==> src/rtl/rvc_dmem_arb_5pl_pkg.sv <==
// ----------------------------------------------------------------------------
// rvc_dmem_arb_5pl_pkg
// Shared types and defaults for the D_MEM core/host arbiter.
// Rev 1.0 - initial release
// ----------------------------------------------------------------------------
`default_nettype none

package rvc_dmem_arb_5pl_pkg;

  // Host-side transaction tracker states
  typedef enum logic [1:0] {
    H_IDLE = 2'd0,
    H_RD   = 2'd1,
    H_ACK  = 2'd2,
    H_RSP  = 2'd3
  } t_host_state;

  localparam int DMEM_ARB_HOST_MAX_WAIT = 8;
  localparam int PERF_CNT_W             = 16;

endpackage

`default_nettype wire

==> src/rtl/rvc_dmem_arb_5pl_sat_cnt.sv <==
// ----------------------------------------------------------------------------
// rvc_dmem_arb_5pl_sat_cnt
// Up-counter with synchronous clear; saturates at MAX_VAL or wraps.
// Rev 1.0 - initial release
// ----------------------------------------------------------------------------
`default_nettype none

module rvc_dmem_arb_5pl_sat_cnt #(
  parameter int               WIDTH    = 4,
  parameter bit               SATURATE = 1'b1,
  parameter logic [WIDTH-1:0] MAX_VAL  = '1
) (
  input  logic             clk,
  input  logic             rst_n,
  input  logic             clr,
  input  logic             inc,
  output logic [WIDTH-1:0] cnt
);

  logic at_max;
  assign at_max = SATURATE && (cnt == MAX_VAL);

  // Count register: clear has priority, then increment unless pinned at max
  always_ff @(posedge clk or negedge rst_n) begin
    if (!rst_n) begin
      cnt <= '0;
    end else if (clr) begin
      cnt <= '0;
    end else if (inc && !at_max) begin
      cnt <= cnt + {{(WIDTH-1){1'b0}}, 1'b1};
    end
  end

endmodule

`default_nettype wire

==> src/rtl/rvc_dmem_arb_5pl.sv <==
// ----------------------------------------------------------------------------
// rvc_dmem_arb_5pl
// Single-port D_MEM arbiter: core has default priority, host is guaranteed
// a slot after HOST_MAX_WAIT pending cycles. Optional performance counters
// are built when RVC_DMEM_ARB_PERF_EN is defined.
// Rev 1.0 - initial release
// ----------------------------------------------------------------------------
`default_nettype none

module rvc_dmem_arb_5pl
  import rvc_dmem_arb_5pl_pkg::*;
#(
  parameter int HOST_MAX_WAIT = DMEM_ARB_HOST_MAX_WAIT,
  parameter int WAIT_CNT_W    = 4
) (
  input  logic        clk,
  input  logic        rst_n,
  // core memory stage
  input  logic        core_req,
  input  logic        core_wr_en,
  input  logic [31:0] core_addr,
  input  logic [31:0] core_wr_data,
  input  logic [3:0]  core_byte_en,
  output logic        core_stall,
  output logic        core_rd_vld,
  output logic [31:0] core_rd_data,
  // host request / response
  input  logic        host_req_vld,
  output logic        host_req_rdy,
  input  logic        host_wr_en,
  input  logic [31:0] host_addr,
  input  logic [31:0] host_wr_data,
  input  logic [3:0]  host_byte_en,
  output logic        host_rsp_vld,
  input  logic        host_rsp_rdy,
  output logic [31:0] host_rsp_data,
  // D_MEM port
  output logic        mem_en,
  output logic        mem_wr_en,
  output logic [31:0] mem_addr,
  output logic [31:0] mem_wr_data,
  output logic [3:0]  mem_byte_en,
  input  logic [31:0] mem_rd_data,
  // performance counters
  output logic [15:0] perf_core_stall_cnt,
  output logic [15:0] perf_host_gnt_cnt
);

  localparam logic [WAIT_CNT_W-1:0] WAIT_LIMIT = WAIT_CNT_W'(HOST_MAX_WAIT - 1);

  t_host_state            state;
  t_host_state            state_nxt;
  logic [WAIT_CNT_W-1:0]  wait_cnt;
  logic                   forced;
  logic                   host_gnt;
  logic                   core_gnt;

  // Grants are masked while reset is asserted so the memory port is idle
  assign forced     = (wait_cnt == WAIT_LIMIT);
  assign host_gnt   = rst_n && host_req_vld && (state == H_IDLE) && (!core_req || forced);
  assign core_gnt   = rst_n && core_req && !host_gnt;
  assign core_stall = core_req && host_gnt;
  assign host_req_rdy = host_gnt;

  // Route the granted requester onto the memory port
  always_comb begin
    mem_en      = 1'b0;
    mem_wr_en   = 1'b0;
    mem_addr    = '0;
    mem_wr_data = '0;
    mem_byte_en = '0;
    if (host_gnt) begin
      mem_en      = 1'b1;
      mem_wr_en   = host_wr_en;
      mem_addr    = host_addr;
      mem_wr_data = host_wr_data;
      mem_byte_en = host_byte_en;
    end else if (core_gnt) begin
      mem_en      = 1'b1;
      mem_wr_en   = core_wr_en;
      mem_addr    = core_addr;
      mem_wr_data = core_wr_data;
      mem_byte_en = core_byte_en;
    end
  end

  // Host starvation counter, cleared when host is served or withdraws
  rvc_dmem_arb_5pl_sat_cnt #(
    .WIDTH    (WAIT_CNT_W),
    .SATURATE (1'b1),
    .MAX_VAL  (WAIT_LIMIT)
  ) u_wait_cnt (
    .clk   (clk),
    .rst_n (rst_n),
    .clr   (host_gnt || !host_req_vld),
    .inc   (host_req_vld && !host_gnt),
    .cnt   (wait_cnt)
  );

  // Core load returns one cycle after its grant (memory has 1-cycle read)
  always_ff @(posedge clk or negedge rst_n) begin
    if (!rst_n) begin
      core_rd_vld <= 1'b0;
    end else begin
      core_rd_vld <= core_gnt && !core_wr_en;
    end
  end

  assign core_rd_data = core_rd_vld ? mem_rd_data : '0;

  // Host FSM state register
  always_ff @(posedge clk or negedge rst_n) begin
    if (!rst_n) begin
      state <= H_IDLE;
    end else begin
      state <= state_nxt;
    end
  end

  // Host FSM next-state logic
  always_comb begin
    state_nxt = state;
    case (state)
      H_IDLE:  if (host_gnt) state_nxt = host_wr_en ? H_ACK : H_RD;
      H_RD:    state_nxt = H_RSP;
      H_ACK:   state_nxt = H_RSP;
      H_RSP:   if (host_rsp_rdy) state_nxt = H_IDLE;
      default: state_nxt = H_IDLE;
    endcase
  end

  // Host FSM outputs
  always_comb begin
    host_rsp_vld = (state == H_RSP);
  end

  // Response data: read word captured in H_RD, zero for write acks
  always_ff @(posedge clk or negedge rst_n) begin
    if (!rst_n) begin
      host_rsp_data <= '0;
    end else if (state == H_RD) begin
      host_rsp_data <= mem_rd_data;
    end else if (state == H_ACK) begin
      host_rsp_data <= '0;
    end
  end

`ifdef RVC_DMEM_ARB_PERF_EN
  // Free-running wrap-around event counters
  rvc_dmem_arb_5pl_sat_cnt #(
    .WIDTH    (PERF_CNT_W),
    .SATURATE (1'b0)
  ) u_perf_stall (
    .clk   (clk),
    .rst_n (rst_n),
    .clr   (1'b0),
    .inc   (core_stall),
    .cnt   (perf_core_stall_cnt)
  );

  rvc_dmem_arb_5pl_sat_cnt #(
    .WIDTH    (PERF_CNT_W),
    .SATURATE (1'b0)
  ) u_perf_gnt (
    .clk   (clk),
    .rst_n (rst_n),
    .clr   (1'b0),
    .inc   (host_gnt),
    .cnt   (perf_host_gnt_cnt)
  );
`else
  assign perf_core_stall_cnt = 16'h0;
  assign perf_host_gnt_cnt   = 16'h0;
`endif

endmodule

`default_nettype wire
==> config.mk <==
export PLATFORM = sky130hd
export DESIGN_NAME = rvc_dmem_arb_5pl
export DESIGN_NICKNAME = d
export VERILOG_FILES = /design/src/rtl/rvc_dmem_arb_5pl_pkg.sv /design/src/rtl/rvc_dmem_arb_5pl_sat_cnt.sv /design/src/rtl/rvc_dmem_arb_5pl.sv
export SDC_FILE = /design/constraint.sdc
export NUM_CORES = 1
export LEC_CHECK = 0
export CAP_MARGIN = 20
export CORE_AREA = 2 2 135 137
export DETAILED_ROUTE_END_ITERATION = 8
export DIE_AREA = 0 0 137 139
export SYNTH_ARGS = -nofsm -noshare
export SYNTH_HDL_FRONTEND = slang
export SYNTH_HIERARCHICAL = 1
export SYNTH_SLANG_ARGS = --single-unit
==> constraint.sdc <==
create_clock -name clk -period 2.8 [get_ports clk]
set_input_delay 0.56 -clock clk [delete_from_list [all_inputs] [get_ports clk]]
set_output_delay 0.56 -clock clk [all_outputs]
set_load 0.02 [all_outputs]
==> results <==
-- cell families (layout without fill, tap and decap cells) --
group | Yosys count | after routing
simple gates | 225 | 225
compound gates | 114 | 114
buf+inv | 114 | 388
flops | 39 | 39
fa+ha+maj | 4 | 4
mux | 2 | 2
other cells | 1 | 32
-- where the power goes --
part / leakage (nW) / total, W / internal [W] / switching [W]
registers: 0.526 / 0.000745 / 0.000682 / 0.0000636
clock network: 0.0741 / 0.000580 / 0.000356 / 0.000224
logic: 2.35 / 0.00190 / 0.000798 / 0.00111
total: 2.95 / 0.00323 / 0.00184 / 0.00139
-- metrics by stage --
stage          hold WS [ps]  std cells  instance area [sq um]  worst slack (ps)
3_5_place_dp            516       1023                   6780              -236
4_1_cts                 478       1031                   6840              3.36
6_report                435       1033                   6850              52.1
5_1_grt                 495       1033                   6850              5.38
3_3_place_gp            511       1023                   6780              -191
2_1_floorplan           264        530                   3550               459
-- worst max-delay path by stage --
stage	from	end	slack (ps)
6_report	core_req	mem_wr_data[8]	50
5_1_grt	core_req	mem_addr[15]	5
4_1_cts	host_req_vld	mem_addr[19]	3
3_5_place_dp	host_req_vld	mem_wr_data[6]	-240
3_3_place_gp	core_req	mem_addr[16]	-190
2_1_floorplan	state[1]$_DFFE_PN0P_	core_stall	460
-- cell type report --
type	instances	area [sq um]	share of cell area
repair buffers	343	3350	0.489
multi-input cells	377	1940	0.284
flip-flops and latches	39	976	0.143
well taps	229	287	0.0419
clock buffers	7	143	0.0208
inverters	37	139	0.0203
clock inverters	1	8.76	0.00128
-- layer usage --
metal	track usage	part of all wire	vias to the layer above
met5	0	0	-
met4	0.0266	0.011	0
met1	0.181	0.40	1964
li1	-	-	2215
met3	0.0369	0.081	12
met2	0.261	0.51	209
-- registers in the layout, indices dropped and copies added (netlist names) --
name	flops
host_rsp_data	32
core_rd_vld	1
u_wait_cnt/cnt	4
state	2
-- cells in the mapped netlist (all sizes together) (2+ instances only) --
cell,n
o21ai,33
ha,4
buf,59
nand3,32
nor2b,2
nor4,2
a21oi,4
clkbuf,18
and2,35
nor3,3
inv,37
dfrtp,39
nand2b,2
nand2,142
o22ai,69
a221oi,2
nor2,3
o21a,2
-- timing repair --
| item | in CTS | in global routing |
|---|---|---|
| endpoints found under the setup margin | 71 | 65 |
| buffers inserted | 0 | 2 |
| gates resized for setup | 71 | 26 |
| pin swaps | 0 | 0 |
==> results_dict.tcl <==
set metrics [dict create \
    status "completed" \
    synth_xor_area_frac 0 \
    fin_util 0.388 \
    numCtsBuffers 5 \
    worstSetupEndpointType "primary output" \
    cts_tree "built" \
    yosys.area_share.simple 0.299 \
    yosysTopAreaCell "dfrtp_1" \
    crit_top_cell "buf_4" \
    drtIter0Drc 236 \
    crit_type "in2out" \
    fillCellCount 1883 \
    finalCritPeriodShare 0.981 \
    clk_latency_ps 280 \
    worst-r2r-setup-slack_ps 820 \
    leakagePower_nw 2.95 \
    max_slew.worst_pin.slew_ps 553 \
    io_buffer_count 312 \
    synth_cell_types 35 \
    ys_seq_area_frac 0.284 \
    globalRouteOverflowTotal 0 \
    root_buffer "clkbuf_16" \
    grt_pass1_wl_um 22700 \
    critPathRequiredTime_ps 2240 \
    hold_buffers 0 \
    critPathMaxStageDelay_ps 440 \
    min_period_ps 2750 \
    avgSynthCellArea_sq_um 6.88 \
    synth_area_sq_mm 0.00343 \
    cts.sinks 39 \
    muxShareOfSynthArea 0.00619 \
    grt_usage 0.148 \
    dieArea_sq_mm 0.0190 \
    drv_cap 0 \
    die_h_um 139 \
    power_density_mw_per_mm2 472 \
    h-tree-depth 2 \
    setup_viol 0 \
    synth_compound_area_frac 0.211 \
    wl_um 14700 \
    start_util 0.195 \
    core-area_sq_mm 0.0177 \
    r2r_start "state[0]$_DFFE_PN0P_" \
    power_w 0.00323 \
    die_w_um 137 \
    crit_chain "clkdlybuf4s50_1 > buf_4 > a211oi_4 > buf_12 > buf_4 > o22ai_1 > dlygate4sd2_1" \
    drt-vias-per-instance 4.26 \
    ys.flop_type "dfrtp_1" \
    r2r_cells 9 \
    max_freq_mhz 364 \
    remaining_drc_errors 0 \
    nets 982 \
    setup_tns_ps 0 \
    synth_top_family_by_area "simple AND/OR/NAND/NOR gates" \
    clkTransAtPathRegs_ps 60 \
    avgRoutedWirePerCell_um 14.2 \
    worstPathMaxFanout 15 \
    dr.pass1.iters 4 \
    ant_nets 0 \
    layout-area-overhead-vs-synth_pct 99.3 \
    final_hold_viol_count 0 \
    first_global_vias 4277 \
    slew_violations 0 \
    place.gp.congestion 0.770 \
    relSlewSlack 0.631 \
    hp-class "in2async" \
    syn_inst 499 \
    critical_path_buf_inv_count 5 \
    most-common-layout-cells "clkdlybuf4s50_1, nand2_1, o22ai_1" \
    async_reset_ff_frac 1.00 \
    cp_slowest_cell "clkdlybuf4s50_1" \
    fin_worst_skew_ps 9.34 \
    boundaryPins 345 \
    placementRows 49 \
    synth_seq_cells 39 \
    crit_cells 7 \
    grt_max_degree 69 \
    synth_warnings 6 \
    synth.area.top_cells "dfrtp_1, nand2_1, o22ai_1" \
    synth_edf_count 0 \
    r2r_end "u_wait_cnt/cnt[3]$_DFFE_PN0P_" \
    antenna_found_initial 0 \
    ir_drop_mv 0.430 \
    insertedDiodeCount 0 \
    start_kind "primary input" \
    dp_hpwl_um 11600 \
    crit_family "buffers and inverters" \
    clockBufferDepth 2 \
    drive_gt1_frac 0.0746 \
    num_vias 4400 \
    final_common_cell "clkdlybuf4s50_1" \
    synthAdderAreaFrac 0.0146 \
    arrival_ps 2190 \
    yosysTopAreaCellShare 0.284 \
    rsz0062_at_grt "no" \
]
Note: power is estimated with default switching activity, not from simulation.
==> RTL change 1 (same settings) <==
`SATURATE` is set to 1'b1 in 2 places; all go to 1'b0.
--- a/src/rtl/rvc_dmem_arb_5pl_sat_cnt.sv
+++ b/src/rtl/rvc_dmem_arb_5pl_sat_cnt.sv
@@ -7,7 +7,7 @@
 
 module rvc_dmem_arb_5pl_sat_cnt #(
   parameter int               WIDTH    = 4,
-  parameter bit               SATURATE = 1'b1,
+  parameter bit               SATURATE = 1'b0,
   parameter logic [WIDTH-1:0] MAX_VAL  = '1
 ) (
   input  logic             clk,
--- a/src/rtl/rvc_dmem_arb_5pl.sv
+++ b/src/rtl/rvc_dmem_arb_5pl.sv
@@ -87,7 +87,7 @@
   // Host starvation counter, cleared when host is served or withdraws
   rvc_dmem_arb_5pl_sat_cnt #(
     .WIDTH    (WAIT_CNT_W),
-    .SATURATE (1'b1),
+    .SATURATE (1'b0),
     .MAX_VAL  (WAIT_LIMIT)
   ) u_wait_cnt (
     .clk   (clk),
Formal check against the unedited RTL: not equivalent (Yosys sat finds a counterexample within 10 cycles, from zero or initial values and one cycle with rst_n low).
==> RTL change 1 against the original RTL <==
- routed wire length rose by 0.37%
- first-iteration DRC count is 26% lower
- synthesized area down 0.55%
- total power rose by 2.2%
- design area fell by 0.77%
- global-route usage down 0.45 points
- largest power group unchanged
- setup slack improved by 0.042 ns
- sequential cell count is the same
- utilization decreased by 0.30 points
==> RTL change 1: results (changes against the original RTL) <==
CTS
  – Post-CTS Setup Inserts: 1 (+1)

Global routing
  – Initial antenna violation count: 1 (+1)
  – Met3 Resource Use GR: 3.58% (-0.11 points)
  – Vias in the first global route: 4045 (-5.4%)
  – Global-route wire length before repair: 22.0 mm (-3.1%)
  – Met1 Usage GRT: 17.8% (-0.38 points)

Logic synthesis
  – Mapped Cells: 495 (-0.80%)
  – Post-synthesis sequential area ratio: 28.6% (+0.16 points)
  – Post-synthesis mux area share: 0.733% (+0.11 points)
  – Compound-cell area share of the yosys netlist: 21.1% (+0.042 points)
  – Largest cells by area after synthesis: dfrtp_1, nand2_1, o22ai_1
  – Post-Synth XOR/XNOR Area: 0.256% (+0.26 points)
  – Post-synthesis adder-cell area fraction: 1.47% (+0.0080 points)

Route
  – Metal-1 WL: 6.07 mm (+2.6%)
  – 1st-iter DRT viols: 175 (-26%)
  – Top Layer Used: met5
  – Routed wl met2: 7.42 mm (-0.23%)
  – Mean number of vias per cell: 4.20 (-1.5%)
  – Met3 Wirelength: 1.13 mm (-4.6%)

Run status
  – Status: finished clean

Finish
  – Seq area share: 14.4% (+0.11 points)
  – # fillers: 1912 (+1.5%)
  – Inverters: 37 (unchanged)
  – Non-clk buf share: 48.5% (-0.40 points)
  – Proportion of layout cells with a drive suffix above 1: 9.79% (+2.3 points)
  – Non-filler cells, final: 1026 (-0.68%)
  – Multi-In Gates: 373 (-1.1%)
  – Area of the multi-input gates: 1930 sq um (-0.90%)
  – Non-clock buffer count in the final layout: 340 (-0.87%)
  – Clk cell area share: 2.49% (+0.27 points)
  – Nets: 975 (-0.71%)

Placement
  – Placer Congestion: 0.738 (-4.2%)
  – Detailed Place HPWL: 11.2 mm (-3.4%)
  – Placed Area: 6740 sq um (-0.61%)
  – Pre-CTS setup slack: -0.309 ns (-0.0728 ns)

Worst setup path
  – Crit Path Max Fanout: 14 (-1)
  – Crit-path max cell delay: 0.46 ns (+0.02 ns)
  – WP data arrival: 2.15 ns (-0.04 ns)

Pwr
  – Sequential power: 0.000744 W (about the same)
  – Pwr dens: 486 nW/um^2 (+3.0%)
  – Worst vdd ir: 0.364 mV (-15%)
  – Leak: 2.82 nW (-4.4%)
  – Psw: 0.00140 W (+0.66%)
  – Gate power share: 57.8% (-1.2 points)

Timing
  – Clock Skew: 0.00325 ns (-0.00610 ns)
  – Slew @ Worst Pin: 0.551 ns (-0.00147 ns)
==> RTL change 1: cell count changes in the layout (fill, tap and decap cells not counted), sizes merged, moves of 2 or more <==
cell and delta:
nand2 -2, dlygate4sd2 -45, clkbuf +18, buf -3, nand2b -2, nor2 +2
clkdlybuf4s15 +25
==> RTL change 1: path summary, 6_finish.rpt <==
path	to	start	cells past startpoint	slack [ns]
setup / recovery	mem_wr_data[31]	core_req	7	0.09
hold / removal	host_rsp_data[7]	rst_n	2	0.44
setup reg to reg	u_wait_cnt/cnt[3]	state[1]	8	0.70
hold reg to reg	host_rsp_data[3]	host_rsp_data[3]	2	0.52
max in group asynchronous	host_rsp_data[26]	rst_n	2	2.00
min in group clk	host_rsp_data[3]	host_rsp_data[3]	2	0.52
==> RTL change 1: through the flow <==
step                hold WS, ns  util, %
floorplan                 0.264        -
global placement          0.511     38.2
detailed placement        0.515     38.2
CTS                       0.461     38.7
global route              0.494     38.5
finish                    0.436     38.5
==> RTL change 2 (same settings) <==
Made on the original files. The 4 states of `t_host_state` get a one-hot encoding in 4 bits.
--- a/src/rtl/rvc_dmem_arb_5pl_pkg.sv
+++ b/src/rtl/rvc_dmem_arb_5pl_pkg.sv
@@ -8,11 +8,11 @@
 package rvc_dmem_arb_5pl_pkg;
 
   // Host-side transaction tracker states
-  typedef enum logic [1:0] {
-    H_IDLE = 2'd0,
-    H_RD   = 2'd1,
-    H_ACK  = 2'd2,
-    H_RSP  = 2'd3
+  typedef enum logic [3:0] {
+    H_IDLE = 4'b0001,
+    H_RD   = 4'b0010,
+    H_ACK  = 4'b0100,
+    H_RSP  = 4'b1000
   } t_host_state;
 
   localparam int DMEM_ARB_HOST_MAX_WAIT = 8;
Behaviour: same outputs for any inputs over 10 cycles, from zero or initial values and one cycle with rst_n low; not proved beyond that.
==> RTL change 2 against the original RTL <==
- the run now ends with setup timing left
- setup slack got worse by 0.22 ns
- clock skew shrank 0.0032 ns
- sequential cell count grew 2
- count of clock-buffer cells in the layout decreased by 1
- synthesized area is 3.0% higher
- critical path type is now register to primary output
- routed wire length increased by 1.3%
- design area increased by 4.6%
- total power down 28%
==> RTL change 2: results (changes against the original RTL) <==
Global routing
  – Global-route wire length before repair: 21.8 mm (-4.0%)
  – Vias in the first global route: 3849 (-10%)
  – GR Util All Layers: 14.8% (+0.035 points)
  – Pin count of the biggest net entering global routing: 41 (-41%)

Min path
  – Hold EP: host_rsp_data[9]

Logic synthesis
  – Top cells by count, synth: and3_1, dfrtp_1, mux2_4
  – Mean Syn Cell Area: 10.1 sq um (+47%)
  – Post-synthesis sequential area ratio: 29.1% (+0.64 points)
  – Fraction of registers with async set/reset: 100% (unchanged)
  – Netlist cell types: 36 (+2.9%)

Run status
  – Failing checks: setup timing
  – Status: finished with violations

Placement
  – Post-placement cell count: 876 (-14%)
  – Placer Congestion: 0.832 (+8.0%)
  – Detailed Place HPWL: 12.4 mm (+6.8%)

Timing
  – Clock Skew: 0.00617 ns (-0.00317 ns)
  – Final setup fails: 68 (+68)
  – Final worst slack: -0.169 ns (-0.221 ns)
  – Min Hold Slack: 0.496 ns (+0.0612 ns)
  – Setup TNS: -6.62 ns (-6.62 ns)

Worst setup path
  – WP data arrival: 2.41 ns (+0.22 ns)
  – Reg2Reg Setup Slack: 0.27 ns (-0.55 ns)
  – Worst r2r src: state[0]
  – Crit Path Max Fanout: 5 (-10)
  – Reg2reg path depth: 8 (-1)
  – Critical R2R Capture: u_wait_cnt/cnt[2]

Route
  – Mean number of vias per cell: 4.26 (+0.13%)
  – 1st-iter DRT viols: 82 (-65%)

Finish
  – # fillers: 1704 (-9.5%)
  – Largest regs: host_rsp_data (32), state (4), u_wait_cnt/cnt (4)
  – Non-filler cells, final: 891 (-14%)

Pwr
  – Leak: 3.51 nW (+19%)
  – Worst vdd ir: 0.202 mV (-53%)
RTL change 2: timing repair:
action / in CTS / in global routing
endpoints found under the setup margin: 72 / 71
cloned: 0 / 1
gates resized for setup: 321 / 49
buffers inserted: 1 / 4
pin swaps: 1 / 1
RTL change 2: how the worst max path moves through the flow:
stage | start | to | depth (start not counted)
2_1_floorplan | state[0] | core_stall | 6
3_3_place_gp | host_req_vld | mem_wr_data[26] | 6
3_5_place_dp | host_req_vld | mem_wr_data[26] | 6
4_1_cts | state[0] | mem_wr_data[9] | 6
5_1_grt | state[0] | mem_wr_data[11] | 6
6_report | state[0] | mem_wr_data[11] | 6
RTL change 2: routing by layer:
layer / up-vias / global-route usage [%] / part of all wire (%)
met4: 0 / 3.64 / 2.4
li1: 1814 / - / -
met1: 1763 / 14.9 / 35
met3: 15 / 3.95 / 8.7
met2: 208 / 29.3 / 54
met5: - / 0 / 0
RTL change 2: stage by stage:
step,total power (W),worst slack [ns],instance area (sq um)
floorplan,0.00118,0.221,3650
detailed placement,0.00175,-0.337,6860
CTS,0.00232,-0.202,6930
global route,0.00244,-0.231,7160
global placement,0.00174,-0.328,6860
finish,0.00231,-0.169,7160
RTL change 2: critical path, stage by stage (launching register included):
cell,delay [ns]
dfstp_2,0.52
or4b_4,0.48
a211o_4,0.38
buf_12,0.16
clkbuf_16,0.14
mux2_2,0.29
buf_12,0.14
RTL change 2: logic make-up after synthesis:
| group | after synthesis | synth area share [%] |
|---|---|---|
| other | 1 | 0.106 |
| AOI/OAI and AO/OA | 38 | 9.09 |
| adders and majority gates | 1 | 0.354 |
| buffers and inverters | 68 | 12.0 |
| xor gates and xnor gates | 1 | 0.248 |
| muxes | 71 | 26.8 |
| DFF | 41 | 29.1 |
| and+or+nand+nor | 128 | 22.4 |
RTL change 2: cell type report:
| class | instances | area share (%) |
|---|---|---|
| clock buffer | 6 | 1.80 |
| clock inverter | 2 | 0.140 |
| inverter | 3 | 0.157 |
| multi-input combinational | 271 | 31.1 |
| sequential | 41 | 14.3 |
| tap | 229 | 4.00 |
| timing repair buffer | 339 | 48.5 |
RTL change 2: report_power, final:
group / switching [W] / leakage (nW) / internal (W)
Clock: 0.000220 / 0.0706 / 0.000327
Sequential: 0.0000345 / 0.556 / 0.000653
Combinational: 0.000461 / 2.88 / 0.000617
